`src/rtl/pattern_tx.sv`:
```
// pattern_tx: serial pattern transmitter that sends PATTERN MSB-first on j, repeated count times.
// Optional build macro PATTERN_TX_PARITY_EN appends an even-parity bit to each repetition. Rev 1.0
`default_nettype none

module pattern_tx #(
  parameter int               PAT_W   = 5,
  parameter logic [PAT_W-1:0] PATTERN = 5'b10010,
  parameter int               CNT_W   = 4,
  parameter int               GAP_LEN = 0
) (
  input  logic             clk,
  input  logic             rst,
  input  logic             start,
  input  logic [CNT_W-1:0] count,
  input  logic             stop,
  output logic             j,
  output logic             valid,
  output logic             busy,
  output logic             done
);

  localparam int BW = $clog2(PAT_W + 1);
  localparam int GW = (GAP_LEN > 1) ? $clog2(GAP_LEN) : 1;

  localparam logic             FIRST_BIT = PATTERN[PAT_W-1];
  localparam logic [PAT_W-1:0] LOAD_SH   = {PATTERN[PAT_W-2:0], 1'b0};
  localparam logic [GW-1:0]    GAP_LAST  = GW'((GAP_LEN > 0) ? GAP_LEN - 1 : 0);
`ifdef PATTERN_TX_PARITY_EN
  localparam logic             PARITY    = ^PATTERN;
  localparam logic [BW-1:0]    PAR_IDX   = BW'(PAT_W - 1);
  localparam logic [BW-1:0]    BIT_LAST  = BW'(PAT_W);
`else
  localparam logic [BW-1:0]    BIT_LAST  = BW'(PAT_W - 1);
`endif

  typedef enum logic [1:0] {
    IDLE = 2'd0,
    SEND = 2'd1,
    GAP  = 2'd2,
    DONE = 2'd3
  } state_t;

  state_t           state, state_n;
  logic [PAT_W-1:0] shreg, shreg_n;
  logic [BW-1:0]    bit_cnt, bit_n;
  logic [CNT_W-1:0] rep_cnt, rep_n;
  logic [GW-1:0]    gap_cnt, gap_n;
  logic             j_n, valid_n, busy_n, done_n;
  logic [CNT_W-1:0] rep_left;

  // saturating decrement: the rep counter never wraps
  assign rep_left = (rep_cnt != '0) ? rep_cnt - 1'b1 : '0;

  always_ff @(posedge clk or negedge rst) begin
    if (!rst) begin
      state   <= IDLE;
      shreg   <= '0;
      bit_cnt <= '0;
      rep_cnt <= '0;
      gap_cnt <= '0;
      j       <= 1'b0;
      valid   <= 1'b0;
      busy    <= 1'b0;
      done    <= 1'b0;
    end else begin
      state   <= state_n;
      shreg   <= shreg_n;
      bit_cnt <= bit_n;
      rep_cnt <= rep_n;
      gap_cnt <= gap_n;
      j       <= j_n;
      valid   <= valid_n;
      busy    <= busy_n;
      done    <= done_n;
    end
  end

  // Outputs are computed as next-state values so they leave the flops with the state.
  always_comb begin
    state_n = state;
    shreg_n = shreg;
    bit_n   = bit_cnt;
    rep_n   = rep_cnt;
    gap_n   = gap_cnt;
    j_n     = 1'b0;
    valid_n = 1'b0;
    busy_n  = 1'b0;
    done_n  = 1'b0;

    case (state)
      IDLE: begin
        if (start) begin
          rep_n   = count;
          shreg_n = LOAD_SH;
          bit_n   = '0;
          gap_n   = '0;
          if (count != '0) begin
            state_n = SEND;
            j_n     = FIRST_BIT;
            valid_n = 1'b1;
            busy_n  = 1'b1;
          end else begin
            state_n = DONE;
            done_n  = 1'b1;
          end
        end
      end

      SEND: begin
        if (stop) begin
          state_n = IDLE;
        end else if (bit_cnt != BIT_LAST) begin
          bit_n   = bit_cnt + 1'b1;
          valid_n = 1'b1;
          busy_n  = 1'b1;
          j_n     = shreg[PAT_W-1];
          shreg_n = {shreg[PAT_W-2:0], 1'b0};
`ifdef PATTERN_TX_PARITY_EN
          if (bit_cnt == PAR_IDX) j_n = PARITY;
`endif
        end else begin
          rep_n = rep_left;
          if (GAP_LEN > 0) begin
            state_n = GAP;
            gap_n   = '0;
            busy_n  = 1'b1;
          end else if (rep_left != '0) begin
            shreg_n = LOAD_SH;
            bit_n   = '0;
            j_n     = FIRST_BIT;
            valid_n = 1'b1;
            busy_n  = 1'b1;
          end else begin
            state_n = DONE;
            done_n  = 1'b1;
          end
        end
      end

      GAP: begin
        if (stop) begin
          state_n = IDLE;
        end else if (gap_cnt == GAP_LAST) begin
          if (rep_cnt != '0) begin
            state_n = SEND;
            shreg_n = LOAD_SH;
            bit_n   = '0;
            j_n     = FIRST_BIT;
            valid_n = 1'b1;
            busy_n  = 1'b1;
          end else begin
            state_n = DONE;
            done_n  = 1'b1;
          end
        end else begin
          gap_n  = gap_cnt + 1'b1;
          busy_n = 1'b1;
        end
      end

      DONE: state_n = IDLE;

      default: state_n = IDLE;
    endcase
  end

endmodule

`default_nettype wire

```
`config.mk`:
```
export PLATFORM = sky130hd
export DESIGN_NAME = pattern_tx
export DESIGN_NICKNAME = d
export VERILOG_FILES = /design/src/rtl/pattern_tx.sv
export SDC_FILE = /design/constraint.sdc
export NUM_CORES = 1
export LEC_CHECK = 0
export BUFFER_PORTS_ARGS = -buffer_cell sky130_fd_sc_hd__buf_2
export CAP_MARGIN = 0
export CORE_MARGIN = 2
export CORE_UTILIZATION = 54
export DETAILED_ROUTE_END_ITERATION = 8
export HOLD_SLACK_MARGIN = 0.03
export PLACE_DENSITY = 0.76
export SLEW_MARGIN = 20
export SYNTH_ARGS = -nofsm -noshare
export SYNTH_HDL_FRONTEND = slang
export SYNTH_SLANG_ARGS = --single-unit
```
`constraint.sdc`:
```
create_clock -name clk -period 2.16 [get_ports clk]
set_input_delay 0.216 -clock clk [delete_from_list [all_inputs] [get_ports clk]]
set_output_delay 0.216 -clock clk [all_outputs]
set_load 0.005 [all_outputs]
```
* After elaboration in Yosys (flattened, before gate mapping)
Cells that the tools add are included.
Cells by class: div/mod/pow operators 0, equality and inequality tests 14, $add $sub $neg 3, mux-type cells 58, reduce and logical (&&, ||, !) cells 11, bitwise operators 0, shift operators 0, $mul 0, magnitude comparators 0
Operators with widths (number):
- $mux 5 | 7
- $mux 1 | 23
- $mux 3 | 7
- $mux 2 | 8
- $mux 4 | 4
- $ne 3x3->1 const B | 5
- $pmux 5 s3 | 1
- $ne 2x2->1 const B | 6
- $pmux 1 s3 | 4
- $reduce_bool 4->1 | 3
- $pmux 3 s3 | 1
- $pmux 2 s4 | 1
- $pmux 4 s2 | 1
- $reduce_and 4->1 | 2
- $reduce_and 7->1 | 1
- $eq 2x2->1 const B | 2
- $reduce_bool 2->1 | 2
- $sub 4x1->4 const B | 1
- $add 3x1->3 const B | 1
- $reduce_and 3->1 | 1
- $reduce_bool 3->1 | 1
- $eq 2x1->1 const B | 1
- $logic_not 2->1 | 1
- $pmux 1 s2 | 1
- $add 1x1->1 const B | 1
Storage, ports and cells: bits in latches 0, memory bits (read-only) 0, memories 0, input bits 8, memory bits (writable) 0, word-level logic and storage cells 95, bits in registers 19

* Longest topological paths before layout
depth after elaboration 7, gate-level depth with buffers 6

* Worst setup path before layout
OpenSTA, ideal clock, no wires.
path type register -> register, start point register rep_cnt[1], end point register shreg[3], arrival 1552 ps, setup time 125 ps, cell stages (with the launch flop) 6, buffers on the path 1, path slack 483 ps, cell sequence dfrtp_1 > buf_6 > or4_4 > a21oi_4 > o21ai_4 > mux2_4
On the way: word-level cells in the longest chain between the ends 5, elaborated cells on any way between the ends 7
RTL lines:
- start, declared | line 46 | logic [CNT_W-1:0] rep_cnt, rep_n;
- start signal, assigned | line 69 | rep_cnt <= rep_n;
- $sub 4x1->4 or $reduce_bool 4->1 (tied branches) | line 52, 144
- $mux 4 | line 52 | assign rep_left = (rep_cnt != '0) ? rep_cnt - 1'b1 : '0;
- $reduce_bool 4->1 | line 127 | end else if (rep_left != '0) begin
- $ne 3x3->1 (no line)
- $reduce_and 7->1 (no line) *
- end signal, assigned | line 67 | shreg <= shreg_n;
- end, declared | line 44 | logic [PAT_W-1:0] shreg, shreg_n;
Every way passes the cells marked *; elsewhere a longest branch is shown, timed or not. A chain may end at the register's enable or synchronous reset.

* Final worst setup path
start point register bit_cnt[0], end point register shreg[4]
On the way: word-level cells in the longest chain between the ends 4, elaborated cells on any way between the ends 6
RTL lines:
- start, declared | line 45 | logic [BW-1:0] bit_cnt, bit_n;
- start signal, assigned | line 68 | bit_cnt <= bit_n;
- $ne 3x3->1 * | line 112 | end else if (bit_cnt != BIT_LAST) begin
- $mux 5 | line 112
- $mux 5 | line 110 | if (stop) begin
- $pmux 5 s3 | line 90 | case (state)
Every way passes the cells marked *; elsewhere a longest branch is shown, timed or not. The select of a mux whose other input is x is not followed.

==> run_results.csv <==
group,metric,value,unit
floorplan,fp.dieArea,1927,um^2
sta,setup_viol,0,
route,dr_wl_met3,61,um
critical_path,worstSetupStartpoint,"bit_cnt[0]",
placed_design,port_buffers,11,
clock_network,cts_setup_buffers,0,
critical_path,arrival,2000,ps
critical_path,crit_family,"compound AO/OA/AOI/OAI gates",
synthesis,ys.flop_type,"dfrtp_1",
power,combPwrFrac,36.7,%
synthesis,syn_area,859.6,um^2
route,avgRoutedWirePerCell,14.94,um
synthesis,synth_edf_count,0,
clock_network,cts_tree,"built",
worst_hold_path,hold_start,"count[3]",
clock_network,clkSinkCount,15,
worst_hold_path,min_path_type,"in -> reg",
route,ant_nets,0,
run_status,status,"complete, no violations",
synthesis,synth.yosys.seq_area_share,43.67,%
job,drv_cap,0,
critical_path,crit_path_end_kind,"flip-flop",
critical_path,cp-start-kind,"flip-flop",
power,sw_frac_of_total,39.54,%
floorplan,io_pins,12,
synthesis,yosys_warnings,0,
power,p_int,629.1,uW
global_route,antenna_found_initial,0,
synthesis,synth.distinct_cells,36,
critical_path,cp_slowest_stage_delay,390,ps
power,p_per_area,1087,nW/um^2
synthesis,syn_inst,83,
sta,finalHoldViolations,0,
route,vias_per_cell,5.947,
placed_design,gp_congestion,0.7995,
sta,worstMarginPinSlew,542.0,ps
critical_path,r2r-start,"bit_cnt[0]",
global_route,grt_pass1_vias,683,
sta,max_slew_margin,63.87,%
global_route,grt_usage,20.98,%
clock_network,cts_resized,0,
clock_network,htree_levels,1,
placed_design,dpl.cell_count,108,
clock_network,clk_pin_slew,90,ps
synthesis,syn_area_per_cell,10.36,um^2
route,wl_met1,812,um
route,drc,0,
floorplan,rows,14,
critical_path,r2r.worst_path.cells,6,
sta,tns,0,ps
floorplan,die_h,43.90,um
sta,skew,1.625,ps
sta,fin_crit,1820,ps
global_route,grt_max_degree,16,
finish,n_antenna_cell,0,
critical_path,timing.critical_path.buf_inv,1,
sta,fmax,0.5496,GHz
clock_network,clk_latency,290,ps
sta,rsz0062_at_grt,"false",
floorplan,start_util,57.06,%
route,drt-initial-drc-count,12,
synthesis,ys_ff_latch,15,
critical_path,crit_cells,6,
placed_design,pre_cts_ws,353.9,ps
finish,final_nets,108,
clock_network,clock_path_buffers,2,
finish,final_cell_mix,"dfrtp_1, buf_2, nand2_1",
route,vias,672,
route,wl_met2,784,um
route,first_pass_iters,4,
synthesis,synth_nets,93,
finish,drive_gt1_share,24.74,%
route,totalWireLength,1.688,mm
sta,worst_slack,340.3,ps
power,p_sw,411.4,uW
finish,area_growth,11.35,%
power,clkPwrFrac,15.8,%
critical_path,path_max_fanout,6,
synthesis,postSynth.asyncResetShare,100.0,%
finish,final_core_util,63.54,%
critical_path,path_class,"reg -> reg",
route,top_layer_used,"met4",
global_route,gr-total-overflow,0,
sta,final_max_slew_viol_count,0,
clock_network,cts_made_buffers,3,
floorplan,core,1506,um^2
critical_path,cp.required,2340,ps
finish,stdcell_count,113,
power,irDropWorstVdd,628.6,uV
clock_network,cts-root-buf,"clkbuf_4",
critical_path,cpMaxStageDelayCell,"dfrtp_1",
finish,final_common_cell,"dfrtp_1",
critical_path,path_cells,"inv_1, ha_1, nand2_1, o41ai_4, o21ai_4, mux2_4",
sta,fin_hold_ws,188.8,ps
power,p_leak,0.0004371,uW
power,p_seq_share,47.5,%
global_route,grt_pass1_wl,2.953,mm
sta,fin_crit_sh,84.24,%
worst_hold_path,whs_path_depth,3,
floorplan,die_x,43.90,um
-- through the flow --
stage	power, uW	cell area (um^2)
CTS	1045	957.2
floorplan	791.9	859.6
global placement	863.1	919.6
global route	1118	957.2
detailed placement	879.5	919.6
finish	1041	957.2
-- final timing paths --
check | to | slack, ps
worst max-delay path | shreg[4] | 340
worst min-delay path | rep_cnt[3] | 190
worst max register to register | shreg[4] | 340
worst min register to register | shreg[2] | 510
max in group asynchronous | shreg[2] | 1570
min in group asynchronous | rep_cnt[3] | 350
-- Yosys cell counts, types with 2 or more instances --
master | count | area, um^2
a21oi_1 | 6 | 30.03
and3_1 | 2 | 12.51
dfrtp_1 | 15 | 375.4
ha_1 | 2 | 25.02
inv_1 | 4 | 15.01
mux2_4 | 2 | 30.03
mux2i_1 | 3 | 30.03
nand2_1 | 9 | 33.78
nand2b_1 | 2 | 12.51
nor2_1 | 3 | 11.26
nor2b_1 | 3 | 18.77
nor3_1 | 2 | 10.01
nor4_1 | 2 | 12.51
o21ai_0 | 6 | 30.03
-- cell type report --
class,instances,area (um^2)
Tap cell,16,20.02
Timing Repair Buffer,13,72.57
Multi-Input combinational cell,61,446.7
Sequential cell,15,375.4
Fill cell,129,549.3
Clock inverter,1,5.005
Inverter,4,15.01
Clock buffer,3,22.52
-- flip-flops by register name (all words and copies together), names as in the netlist --
name / cells
rep_cnt: 4
bit_cnt: 3
shreg: 3
state: 2
busy: 1
done: 1
j: 1
-- cells by family after synthesis --
kind of cell | synth area share [%]
compound gates | 23.00
mux | 6.987
flops | 43.67
fa+ha+maj | 2.911
buf+inv | 4.366
simple gates | 19.07
-- per-layer routing --
metal  GRT usage [%]  vias to the layer above
li1                -                      336
met1           27.78                      318
met2           34.41                       13
met3           3.750                        5
met4           7.273                        0
met5               0                        -
-- worst reg2reg max path, stage by stage, from the launching register on --
cell     delay, ps
dfrtp_1        390
inv_1           90
ha_1           260
nand2_1        160
o41ai_4        340
o21ai_4        160
mux2_4         320
-- power by group through the flow --
stage	Sequential, uW	Clock [uW]	Combinational (uW)
after global routing	511	178	428
after detailed placement	500	0	380
after global placement	491	0	372
after floorplan	461	0	331
final	494	164	382
after CTS	493	169	383
-- timing repair --
action	CTS	global route
hold buffers	1	0
endpoints found under the setup margin	0	0
hold endpoints to repair	15	0
No activity file was read; power rests on OpenSTA's default activity.
